$ cat config.mk
export PLATFORM = sky130hd
export DESIGN_NAME = hazard_stall_ctrl
export DESIGN_NICKNAME = d
export VERILOG_FILES = /design/src/rtl/hazard_stall_ctrl.sv
export SDC_FILE = /design/constraint.sdc
export NUM_CORES = 1
export LEC_CHECK = 0
export BUFFER_PORTS_ARGS = -buffer_cell sky130_fd_sc_hd__buf_2
export CAP_MARGIN = 5
export CORE_AREA = 3 3 40 42
export DETAILED_ROUTE_END_ITERATION = 7
export DIE_AREA = 0 0 43 45
export PLACE_DENSITY_LB_ADDON = 0.2
export SYNTH_ARGS = -nofsm -noshare
export SYNTH_HDL_FRONTEND = slang
export SYNTH_SLANG_ARGS = --single-unit
export TNS_END_PERCENT = 1
$ cat constraint.sdc
create_clock -name CLK -period 1.37 [get_ports CLK]
set_input_delay 0 -clock CLK [delete_from_list [all_inputs] [get_ports CLK]]
set_output_delay 0 -clock CLK [all_outputs]
set_load 0.02 [all_outputs]
$ cat src/rtl/hazard_stall_ctrl.sv
// ID-stage interlock: holds PC/IF-ID and injects ID/EXE bubbles for hazards that forwarding cannot cover.
// Optional HZ_PERF_CNT_EN adds saturating bubble / memory-busy cycle counters.
module hazard_stall_ctrl (
  input  logic        CLK,
  input  logic        RESET,
  input  logic [31:0] Instr,
  input  logic        UsesRt,
  input  logic        Branch,
  input  logic        FWD_REQ_FREEZE,
  input  logic        MemRead_EXE,
  input  logic [4:0]  DestReg_EXE,
  input  logic        MemRead_MEM,
  input  logic [4:0]  DestReg_MEM,
  input  logic        MEM_BUSY,
  output logic        FREEZE_IF_ID,
  output logic        BUBBLE_ID_EXE,
  output logic        PIPE_FREEZE,
  output logic        STALL_ACTIVE
`ifdef HZ_PERF_CNT_EN
  ,
  output logic [15:0] HZ_BUBBLE_CNT,
  output logic [15:0] HZ_BUSY_CNT
`endif
);

  typedef enum logic {RUN = 1'b0, HOLD1 = 1'b1} state_t;

  state_t     state;
  logic [4:0] rs;
  logic [4:0] rt;
  logic       match_exe;
  logic       match_mem;
  logic       need2;
  logic       need1;
  logic       unused_instr_bits;

  // A zero destination never creates a dependency; rt only counts when the instruction reads it.
  function automatic logic src_match(input logic [4:0] s, input logic [4:0] t,
                                     input logic [4:0] d, input logic use_t);
    return (d != 5'd0) && ((s == d) || (use_t && (t == d)));
  endfunction

  function automatic logic [15:0] sat_inc(input logic [15:0] v);
    return (v == 16'hFFFF) ? v : v + 16'd1;
  endfunction

  assign rs                = Instr[25:21];
  assign rt                = Instr[20:16];
  assign unused_instr_bits = ^{Instr[31:26], Instr[15:0]};

  assign match_exe = src_match(rs, rt, DestReg_EXE, UsesRt);
  assign match_mem = src_match(rs, rt, DestReg_MEM, UsesRt);

  // Branch on a load still in EXE needs two cycles; the one-cycle cases never stack with it.
  assign need2 = Branch & MemRead_EXE & match_exe;
  assign need1 = (FWD_REQ_FREEZE & ~need2)
               | (~Branch & MemRead_EXE & match_exe)
               | (Branch & MemRead_MEM & match_mem);

  always_comb begin
    FREEZE_IF_ID  = 1'b0;
    BUBBLE_ID_EXE = 1'b0;
    PIPE_FREEZE   = 1'b0;
    if (RESET) begin
      if (MEM_BUSY) begin
        PIPE_FREEZE  = 1'b1;
        FREEZE_IF_ID = 1'b1;
      end else if ((state == HOLD1) || need1 || need2) begin
        FREEZE_IF_ID  = 1'b1;
        BUBBLE_ID_EXE = 1'b1;
      end
    end
  end

  // Memory-busy cycles freeze the FSM so they never consume a pending bubble.
  always_ff @(posedge CLK or negedge RESET) begin
    if (!RESET) begin
      state <= RUN;
    end else if (!MEM_BUSY) begin
      if (state == HOLD1)
        state <= RUN;
      else if (need2)
        state <= HOLD1;
    end
  end

  assign STALL_ACTIVE = (state == HOLD1);

`ifdef HZ_PERF_CNT_EN
  always_ff @(posedge CLK or negedge RESET) begin
    if (!RESET) begin
      HZ_BUBBLE_CNT <= 16'd0;
      HZ_BUSY_CNT   <= 16'd0;
    end else begin
      if (BUBBLE_ID_EXE)
        HZ_BUBBLE_CNT <= sat_inc(HZ_BUBBLE_CNT);
      if (MEM_BUSY)
        HZ_BUSY_CNT <= sat_inc(HZ_BUSY_CNT);
    end
  end
`endif

endmodule

==> load_flow_metrics.sql, run 1 <==
INSERT INTO impl_metrics (metric_group, metric, value, unit) VALUES
('min_path', 'holdCritPathClass', 'input pin to flop', ''),
('outcome', 'run_status', 'finished clean', ''),
('die', 'dieHeight', '45', 'um'),
('logic_synthesis', 'post-synth-top-area-fraction', '35.3', '%'),
('routing', 'drtAntennaViolNets', '0', ''),
('sta', 'actual_slew_at_the_worst_max_slew_pin', '0.254', 'ns'),
('logic_synthesis', 'synthesis.nets', '93', ''),
('cts', 'clock_latency', '0', 'ns'),
('sta', 'hold-worst-slack', '0.252', 'ns'),
('logic_synthesis', 'largest_family_of_logic_cells_by_synthesized_area', 'XOR/XNOR gates', ''),
('logic_synthesis', 'synthTopCellsByCount', 'xnor2_1, xor2_1, nand2_1', ''),
('layout', 'largest_reg_flops', '1', ''),
('sta', 'final-max-slew-violation-count', '0', ''),
('power', 'power_density', '343', 'mW/mm^2'),
('logic_synthesis', 'synth_top_cells_by_area', 'xnor2_1, xor2_1, dfrtp_1', ''),
('routing', 'post-route-drc-count', '0', ''),
('logic_synthesis', 'synth_enable_flop_cells', '0', ''),
('logic_synthesis', 'synth.yosys.warnings', '0', ''),
('die', 'core_area', '0.00128', 'mm^2'),
('sta', 'relSlewSlack', '83.1', '%'),
('setup_path', 'worst_ep_required_time', '1.37', 'ns'),
('grt', 'global_route.usage.total', '10.7', '%'),
('sta', 'fin_crit_sh', '97.3', '%'),
('grt', 'grt_max_degree', '6', ''),
('cts', 'post_cts_clock_slew_at_the_launch_and_capture_registers_of_the_worst_setup_and_hold_paths', '0', 'ns'),
('logic_synthesis', 'yosys.area_share.adder', '0', '%'),
('sta', 'fin_worst_skew', '0', 'ns'),
('logic_synthesis', 'synth_sequential_area_ratio', '7.19', '%'),
('cts', 'post_cts.repair.setup_buffers', '0', ''),
('power', 'power_consumption', '185', 'uW'),
('logic_synthesis', 'netlist_area', '348', 'um^2'),
('sta', 'period_minus_slack', '1.33', 'ns'),
('layout', 'fill_cells', '147', ''),
('logic_synthesis', 'post_synth_inst_count', '43', ''),
('logic_synthesis', 'synth-async-reset-ratio', '100', '%'),
('die', 'boundaryPins', '54', ''),
('routing', 'drt-initial-drc-count', '5', ''),
('grt', 'grt_pass1_vias', '405', ''),
('routing', 'route.final.wire_length', '1030', 'um'),
('setup_path', 'critPathLaunchType', 'input pin', ''),
('die', 'die_w', '43', 'um'),
('logic_synthesis', 'synth_top_cell_by_area', 'xnor2_1', ''),
('layout', 'area.growth.synth_to_final', '55.0', '%'),
('logic_synthesis', 'synth_area_per_cell', '8.09', 'um^2'),
('routing', 'drt-vias-per-instance', '4.63', ''),
('sta', 'grt_setup_unrepaired', 'yes', ''),
('die', 'fp.dieArea', '0.00194', 'mm^2'),
('sta', 'hold_violations', '0', ''),
('layout', 'antenna_cells_inserted', '0', ''),
('grt', 'grt_pass1_wl', '1680', 'um'),
('logic_synthesis', 'synth_compound_area_share', '15.5', '%'),
('logic_synthesis', 'mux_share_of_post_synthesis_cell_area', '0', '%'),
('logic_synthesis', 'ys_types', '20', ''),
('logic_synthesis', 'yosys_register_bits', '1', ''),
('grt', 'grt-ovfl-total', '0', ''),
('routing', 'drt-pass1-iter-count', '3', ''),
('placed_design', 'placement.io_buffers', '31', ''),
('sta', 'maxClockFrequency', '750', 'MHz'),
('layout', 'drive_gt1_share', '45.3', '%'),
('sta', 'setup-violations-final', '0', ''),
('setup_path', 'cp.arrival', '1.33', 'ns'),
('setup_path', 'setup.worst_path.end_class', 'output pin', ''),
('logic_synthesis', 'yosys.area_share.simple', '24.8', '%'),
('logic_synthesis', 'post_synth_xor_area_fraction', '50.4', '%'),
('routing', 'vias', '417', ''),
('placed_design', 'place.gp.congestion', '0.714', ''),
('logic_synthesis', 'ys_dominant_reg_cell', 'dfrtp_1', ''),
('setup_path', 'worstSetupPathType', 'input pin to output pin', ''),
('layout', 'final_net_count', '127', ''),
('logic_synthesis', 'top_count_cell_post_synth', 'xnor2_1', ''),
('die', 'initial_core_util', '27.1', '%'),
('power', 'max-vdd-ir-drop', '0.205', 'mV'),
('grt', 'antenna_found_initial', '0', ''),
('run', 'maxCapViolations', '0', ''),
('power', 'cellLeakagePower', '0.000250', 'uW'),
('setup_path', 'critical_path_peak_fanout', '3', ''),
('routing', 'wl_per_cell', '11.4', 'um'),
('die', 'rows', '13', '');
-- layout by cell type (no fill, tap or decap), types with 2 or more instances in the layout --
master	synthesis	routed
buf_2	0	31
inv_1	2	2
nand2_1	3	3
nand3_1	2	2
or4_1	2	2
xnor2_1	14	14
xor2_1	6	6
-- through the flow --
stage               setup TNS, ns  setup slack, ns  area [um^2]  utilization (%)  std cells
global route              -0.0332          -0.0332          539             42.0         90
floorplan                       0           0.0797          348                -         43
finish                          0           0.0371          539             42.0         90
global placement          -0.0159          -0.0159          522             40.6         89
CTS                             0           0.0295          532             41.4         90
detailed placement       -0.00965         -0.00965          522             40.6         89
-- critical path: stages --
cell and delay, ns:
buf_2 0.12, xor2_1 0.15, nor4_1 0.28, and3_1 0.21
o221ai_2 0.13, a311oi_1 0.24, buf_2 0.21
-- routing by layer --
| metal | GRT usage, % | part of all wire (%) | vias to the layer above |
|---|---|---|---|
| met5 | 0 | 0 | - |
| met4 | 0 | 0 | 0 |
| met3 | 0.398 | 5.5 | 0 |
| met2 | 18.9 | 50 | 13 |
| met1 | 15.6 | 44 | 183 |
| li1 | - | - | 221 |
-- cell type report --
class / count / area (um^2) / share of cell area, %
tap: 15 / 18.8 / 3.48
timing repair buffer: 32 / 165 / 30.6
multi-input combinational: 40 / 323 / 59.9
inverter: 2 / 7.51 / 1.39
sequential: 1 / 25.0 / 4.64
-- final timing paths --
path | startpoint | to | slack (ns) | depth (start not counted)
worst max-delay path | DestReg_EXE[3] | BUBBLE_ID_EXE | 0.04 | 7
worst min-delay path | MEM_BUSY | STALL_ACTIVE | 0.25 | 2
worst max register to register | STALL_ACTIVE | STALL_ACTIVE | 0.55 | 1
worst min register to register | STALL_ACTIVE | STALL_ACTIVE | 0.53 | 1
max in group asynchronous | RESET | STALL_ACTIVE | 0.95 | 2
min in group asynchronous | RESET | STALL_ACTIVE | 0.32 | 2
-- report_power, final --
part           leakage, uW  switching [uW]  internal [uW]
combinational     0.000236            75.1           78.5
sequential       0.0000139           0.622           30.6
clock                    0               0              0
total             0.000250            75.8            109
-- cells by family after synthesis --
family / after synthesis
buf+inv: 2
simple gates: 14
xor+xnor: 20
compound gates: 6
flops: 1
-- repair_timing --
action                                  4_1_cts  5_1_grt
gates resized for setup                       0        1
endpoints found under the setup margin        1        3
pin swaps                                     3        2
hold buffers                                  1        0
endpoints found under the hold margin         1        0
Power figures use the tool's default switching activity.
==> inputs of run 2 (changes only) <==
==> constraint.sdc (replaced) <==
create_clock -name CLK -period 1.34 [get_ports CLK]
set_input_delay 0 -clock CLK [delete_from_list [all_inputs] [get_ports CLK]]
set_output_delay 0 -clock CLK [all_outputs]
set_load 0.02 [all_outputs]
==> load_flow_metrics.sql, run 2 (synthesis results as in run 1) <==
INSERT INTO impl_metrics (metric_group, metric, value, unit) VALUES
('setup_path', 'worst_ep_required_time', '1.34', 'ns'),
('placed_design', 'place.detailed.hpwl', '929', 'um'),
('layout', 'antenna_cells_inserted', '0', ''),
('setup_path', 'worst_r2r_endpoint', 'STALL_ACTIVE', ''),
('layout', 'drive_gt1_share', '46.8', '%'),
('cts', 'post_cts_clock_slew_at_the_launch_and_capture_registers_of_the_worst_setup_and_hold_paths', '0', 'ns'),
('min_path', 'worst_hold_endpoint', 'STALL_ACTIVE', ''),
('grt', 'grt_max_degree', '6', ''),
('grt', 'grt_pass1_wl', '1620', 'um'),
('die', 'die_w', '43', 'um'),
('setup_path', 'critical_path_peak_fanout', '3', ''),
('power', 'power.switching_fraction', '40.4', '%'),
('die', 'rows', '13', ''),
('sta', 'final-max-slew-violation-count', '0', ''),
('sta', 'maxClockFrequency', '804', 'MHz'),
('min_path', 'startpoint_of_the_worst_hold_path', 'MEM_BUSY', ''),
('sta', 'hold_violations', '0', ''),
('layout', 'mostFrequentLayoutCell', 'buf_2', ''),
('power', 'share_comb_of_total_power', '83.5', '%'),
('layout', 'final_net_count', '129', ''),
('grt', 'antenna_found_initial', '0', ''),
('die', 'fp.dieArea', '0.00194', 'mm^2'),
('placed_design', 'placement.io_buffers', '31', ''),
('setup_path', 'worstSetupPathType', 'input pin to output pin', ''),
('setup_path', 'setup.worst_path.end_class', 'output pin', ''),
('routing', 'wl_per_cell', '11.0', 'um'),
('outcome', 'run_status', 'finished clean', ''),
('die', 'initial_core_util', '27.1', '%'),
('power', 'clock_power_share', '0', '%'),
('layout', 'area.growth.synth_to_final', '59.4', '%'),
('sta', 'hold-worst-slack', '0.252', 'ns'),
('sta', 'relSlewSlack', '83.0', '%'),
('routing', 'drtAntennaViolNets', '0', ''),
('sta', 'grt_setup_unrepaired', 'yes', ''),
('setup_path', 'cp.arrival', '1.24', 'ns'),
('setup_path', 'critPathLaunchType', 'input pin', ''),
('setup_path', 'timing.reg2reg.worst_path_depth', '1', ''),
('setup_path', 'regToRegSetupSlack', '0.52', 'ns'),
('routing', 'drt-vias-per-instance', '4.61', ''),
('power', 'power_switching', '78.1', 'uW'),
('grt', 'global_route.usage.total', '10.4', '%'),
('sta', 'fin_worst_skew', '0', 'ns'),
('power', 'cellLeakagePower', '0.000259', 'uW'),
('sta', 'setup-violations-final', '0', ''),
('min_path', 'hold_path_depth', '2', ''),
('die', 'boundaryPins', '54', ''),
('power', 'power.share.sequential', '16.5', '%'),
('routing', 'drt-initial-drc-count', '5', ''),
('sta', 'actual_slew_at_the_worst_max_slew_pin', '0.255', 'ns'),
('power', 'max-vdd-ir-drop', '0.193', 'mV'),
('run', 'maxCapViolations', '0', ''),
('grt', 'grt_pass1_vias', '403', ''),
('die', 'core_area', '0.00128', 'mm^2'),
('placed_design', 'place.gp.congestion', '0.694', ''),
('die', 'dieHeight', '45', 'um'),
('setup_path', 'r2r_start', 'STALL_ACTIVE', ''),
('layout', 'finalInstanceArea', '554', 'um^2'),
('min_path', 'holdCritPathClass', 'input pin to flop', ''),
('power', 'power_report.internal_total', '115', 'uW'),
('layout', 'final-instance-count-excl-fill', '92', ''),
('sta', 'fin_crit_sh', '92.8', '%'),
('routing', 'vias', '424', ''),
('power', 'power_density', '348', 'mW/mm^2'),
('routing', 'drt-pass1-iter-count', '3', ''),
('placed_design', 'dpl_cell_area', '537', 'um^2'),
('routing', 'route.final.wire_length', '1010', 'um'),
('placed_design', 'placedCellCount', '91', ''),
('layout', 'most-common-layout-cells', 'buf_2, xnor2_1, xor2_1', ''),
('layout', 'largest_reg_flops', '1', ''),
('grt', 'grt-ovfl-total', '0', ''),
('cts', 'clock_latency', '0', 'ns'),
('sta', 'period_minus_slack', '1.24', 'ns'),
('routing', 'post-route-drc-count', '0', '');
## run 2: cell types whose count changed in the layout (fill, tap and decap cells not counted)
cell   before  now
buf_4       0    2
## run 2: final cells by class
cell class                 count  area [um^2]
multi-input combinational     40          323
sequential                     1         25.0
inverter                       2         7.51
fill                         140          731
tap                           15         18.8
timing repair buffer          34          180
## run 2: worst max path at each step
stage | slack [ns] | cells past startpoint | startpoint | to
finish | 0.1 | 7 | DestReg_EXE[3] | BUBBLE_ID_EXE
detailed placement | 0.03 | 7 | DestReg_EXE[3] | BUBBLE_ID_EXE
global route | -0.06 | 7 | DestReg_EXE[3] | BUBBLE_ID_EXE
global placement | 0.03 | 7 | DestReg_EXE[3] | BUBBLE_ID_EXE
CTS | 0.03 | 7 | DestReg_EXE[3] | BUBBLE_ID_EXE
floorplan | 0.05 | 5 | DestReg_EXE[3] | BUBBLE_ID_EXE
## run 2: power by group through the flow
stage | registers [uW] | logic (uW) | clock network, uW
final | 31.9 | 161 | 0
after global routing | 32.1 | 179 | 0
after CTS | 31.8 | 163 | 0
after detailed placement | 31.8 | 159 | 0
after global placement | 31.8 | 160 | 0
after floorplan | 32.4 | 78.4 | 0
## run 2: layer usage
metal | vias up | routed length [um] | track usage, %
li1 | 225 | - | -
met1 | 186 | 455 | 15.8
met2 | 13 | 489 | 17.1
met3 | 0 | 63 | 0.797
met4 | 0 | 0 | 0
met5 | - | 0 | 0
## run 2: stage by stage
step	TNS (ns)	power, uW	setup WS [ns]	util [%]
detailed placement	0	191	0.0343	41.8
CTS	0	194	0.0309	42.6
global route	-0.0592	212	-0.0592	43.1
finish	0	193	0.0959	43.1
floorplan	0	111	0.0497	-
global placement	0	192	0.0313	41.8
## run 2: worst max-delay path: stages
cell and delay (ns):
buf_2 0.12, xor2_1 0.15, nor4_1 0.24, and3_1 0.20, o221ai_2 0.12, a311oi_1 0.21
buf_2 0.20
## run 2: repair_timing
| action | 4_1_cts | 5_1_grt |
|---|---|---|
| hold buffers | 1 | 0 |
| setup endpoints to repair | 0 | 2 |
| hold endpoints to repair | 1 | 0 |
| setup buffers | 0 | 0 |
| gates resized for setup | 0 | 1 |
==> inputs of run 3 (changes only) <==
--- a/config.mk
+++ b/config.mk
@@ -7,9 +7,11 @@
 export LEC_CHECK = 0
 export BUFFER_PORTS_ARGS = -buffer_cell sky130_fd_sc_hd__buf_2
 export CAP_MARGIN = 5
-export CORE_AREA = 3 3 40 42
+export CELL_PAD_IN_SITES_DETAIL_PLACEMENT = 1
+export CELL_PAD_IN_SITES_GLOBAL_PLACEMENT = 1
+export CORE_MARGIN = 3
+export CORE_UTILIZATION = 16
 export DETAILED_ROUTE_END_ITERATION = 7
-export DIE_AREA = 0 0 43 45
 export PLACE_DENSITY_LB_ADDON = 0.2
 export SYNTH_ARGS = -nofsm -noshare
 export SYNTH_HDL_FRONTEND = slang
==> load_flow_metrics.sql, run 3 (synthesis results as in run 1) <==
INSERT INTO impl_metrics (metric_group, metric, value, unit) VALUES
('routing', 'post-route-drc-count', '0', ''),
('setup_path', 'r2r_start', 'STALL_ACTIVE', ''),
('setup_path', 'worst_r2r_endpoint', 'STALL_ACTIVE', ''),
('min_path', 'startpoint_of_the_worst_hold_path', 'MEM_BUSY', ''),
('cts', 'clock_latency', '0', 'ns'),
('run', 'maxCapViolations', '0', ''),
('sta', 'maxClockFrequency', '756', 'MHz'),
('layout', 'antenna_cells_inserted', '0', ''),
('layout', 'area.growth.synth_to_final', '83.1', '%'),
('routing', 'drt-initial-drc-count', '4', ''),
('setup_path', 'critPathLaunchType', 'input pin', ''),
('setup_path', 'cp.arrival', '1.32', 'ns'),
('sta', 'period_minus_slack', '1.32', 'ns'),
('sta', 'fin_crit_sh', '98.7', '%'),
('sta', 'fin_worst_skew', '0', 'ns'),
('cts', 'post_cts.repair.setup_buffers', '0', ''),
('power', 'power_switching', '91.5', 'uW'),
('power', 'power_consumption', '219', 'uW'),
('power', 'power_report.internal_total', '127', 'uW'),
('sta', 'setup-violations-final', '0', ''),
('die', 'dieHeight', '52.6', 'um'),
('die', 'rows', '16', ''),
('die', 'fp.dieArea', '0.00277', 'mm^2'),
('grt', 'grt_pass1_vias', '457', ''),
('setup_path', 'timing.reg2reg.worst_path_depth', '1', ''),
('die', 'core_area', '0.00200', 'mm^2'),
('routing', 'drt-pass1-iter-count', '3', ''),
('min_path', 'worst_hold_endpoint', 'STALL_ACTIVE', ''),
('sta', 'relSlewSlack', '82.8', '%'),
('routing', 'wl_per_cell', '12.5', 'um'),
('layout', 'final-instance-count-excl-fill', '105', ''),
('grt', 'grt_pass1_wl', '1920', 'um'),
('sta', 'grt_setup_unrepaired', 'yes', ''),
('sta', 'actual_slew_at_the_worst_max_slew_pin', '0.256', 'ns'),
('routing', 'route.final.wire_length', '1310', 'um'),
('power', 'cellLeakagePower', '0.000285', 'uW'),
('power', 'power.share.sequential', '14.6', '%'),
('die', 'boundaryPins', '54', ''),
('layout', 'final_net_count', '130', ''),
('grt', 'antenna_found_initial', '0', ''),
('setup_path', 'setup.worst_path.end_class', 'output pin', ''),
('setup_path', 'worst_ep_required_time', '1.34', 'ns'),
('power', 'clock_power_share', '0', '%'),
('layout', 'most-common-layout-cells', 'buf_2, xnor2_1, xor2_1', ''),
('power', 'power.switching_fraction', '41.8', '%'),
('die', 'initial_core_util', '17.4', '%'),
('setup_path', 'critical_path_peak_fanout', '3', ''),
('power', 'max-vdd-ir-drop', '0.175', 'mV'),
('power', 'power_density', '344', 'mW/mm^2'),
('setup_path', 'regToRegSetupSlack', '0.50', 'ns'),
('grt', 'grt_max_degree', '6', ''),
('power', 'share_comb_of_total_power', '85.4', '%'),
('cts', 'post_cts_clock_slew_at_the_launch_and_capture_registers_of_the_worst_setup_and_hold_paths', '0', 'ns'),
('layout', 'largest_reg_flops', '1', ''),
('placed_design', 'placedCellCount', '105', ''),
('routing', 'drtAntennaViolNets', '0', ''),
('placed_design', 'place.gp.congestion', '0.678', ''),
('outcome', 'run_status', 'finished clean', ''),
('layout', 'mostFrequentLayoutCell', 'buf_2', ''),
('sta', 'final-max-slew-violation-count', '0', ''),
('die', 'die_w', '52.6', 'um'),
('setup_path', 'worstSetupPathType', 'input pin to output pin', ''),
('min_path', 'hold_path_depth', '2', ''),
('layout', 'drive_gt1_share', '55.1', '%'),
('placed_design', 'placement.io_buffers', '31', ''),
('min_path', 'holdCritPathClass', 'input pin to flop', ''),
('routing', 'drt-vias-per-instance', '4.20', ''),
('grt', 'grt-ovfl-total', '0', ''),
('grt', 'global_route.usage.total', '8.90', '%'),
('sta', 'hold_violations', '0', ''),
('placed_design', 'place.detailed.hpwl', '1130', 'um'),
('routing', 'vias', '441', ''),
('sta', 'final.setup.tns', '0', 'ns');
==> run 3: critical path, cell delays in order <==
cell,delay (ns)
buf_2,0.11
buf_4,0.13
or4_4,0.52
o221ai_4,0.25
a311oi_2,0.13
buf_4,0.18
==> run 3: how the worst max path moves through the flow <==
| stage | startpoint | to | slack (ns) | depth (start not counted) |
|---|---|---|---|---|
| final | DestReg_EXE[3] | BUBBLE_ID_EXE | 0.02 | 6 |
| after global placement | DestReg_EXE[2] | BUBBLE_ID_EXE | 0.007 | 7 |
| after CTS | Instr[18] | BUBBLE_ID_EXE | 0.01 | 8 |
| after detailed placement | DestReg_EXE[3] | BUBBLE_ID_EXE | -0.04 | 7 |
| after global routing | Instr[17] | BUBBLE_ID_EXE | -0.06 | 7 |
| after floorplan | DestReg_EXE[3] | BUBBLE_ID_EXE | 0.05 | 5 |
==> run 3: cell type report <==
| class | instances | area, um^2 |
|---|---|---|
| Sequential cell | 1 | 25.0 |
| Multi-Input combinational cell | 40 | 372 |
| Tap cell | 27 | 33.8 |
| Fill cell | 261 | 1370 |
| Inverter | 2 | 7.51 |
| Timing Repair Buffer | 35 | 199 |
==> run 3: repair_timing <==
| action | CTS | global route |
|---|---|---|
| hold buffers | 1 | 0 |
| setup endpoints to repair | 1 | 3 |
| endpoints found under the hold margin | 1 | 0 |
| gates resized for setup | 2 | 10 |
| pin swaps | 3 | 11 |
==> run 3: metrics by stage <==
step / worst slack, ns / hold slack (ns) / util [%] / instance area [um^2]
floorplan: 0.0497 / -0.296 / - / 348
global placement: 0.00735 / -0.212 / 28.3 / 567
detailed placement: -0.0372 / -0.212 / 28.3 / 567
CTS: 0.0106 / 0.266 / 29.4 / 589
global route: -0.0560 / 0.298 / 31.8 / 637
finish: 0.0173 / 0.273 / 31.8 / 637
==> run 3: layer usage <==
metal / wire length [um] / vias up / global-route usage (%)
met2: 598 / 20 / 15.9
met4: 0 / 0 / 0
met1: 597 / 195 / 12.2
met5: 0 / - / 0
li1: - / 226 / -
met3: 113 / 0 / 0.570
==> run 3: power groups by stage <==
| stage | combinational (uW) | sequential, uW | clock [uW] |
|---|---|---|---|
| finish | 187 | 32.0 | 0 |
| CTS | 176 | 31.9 | 0 |
| global route | 205 | 32.1 | 0 |
| floorplan | 78.4 | 32.4 | 0 |
| global placement | 169 | 31.8 | 0 |
| detailed placement | 168 | 31.9 | 0 |
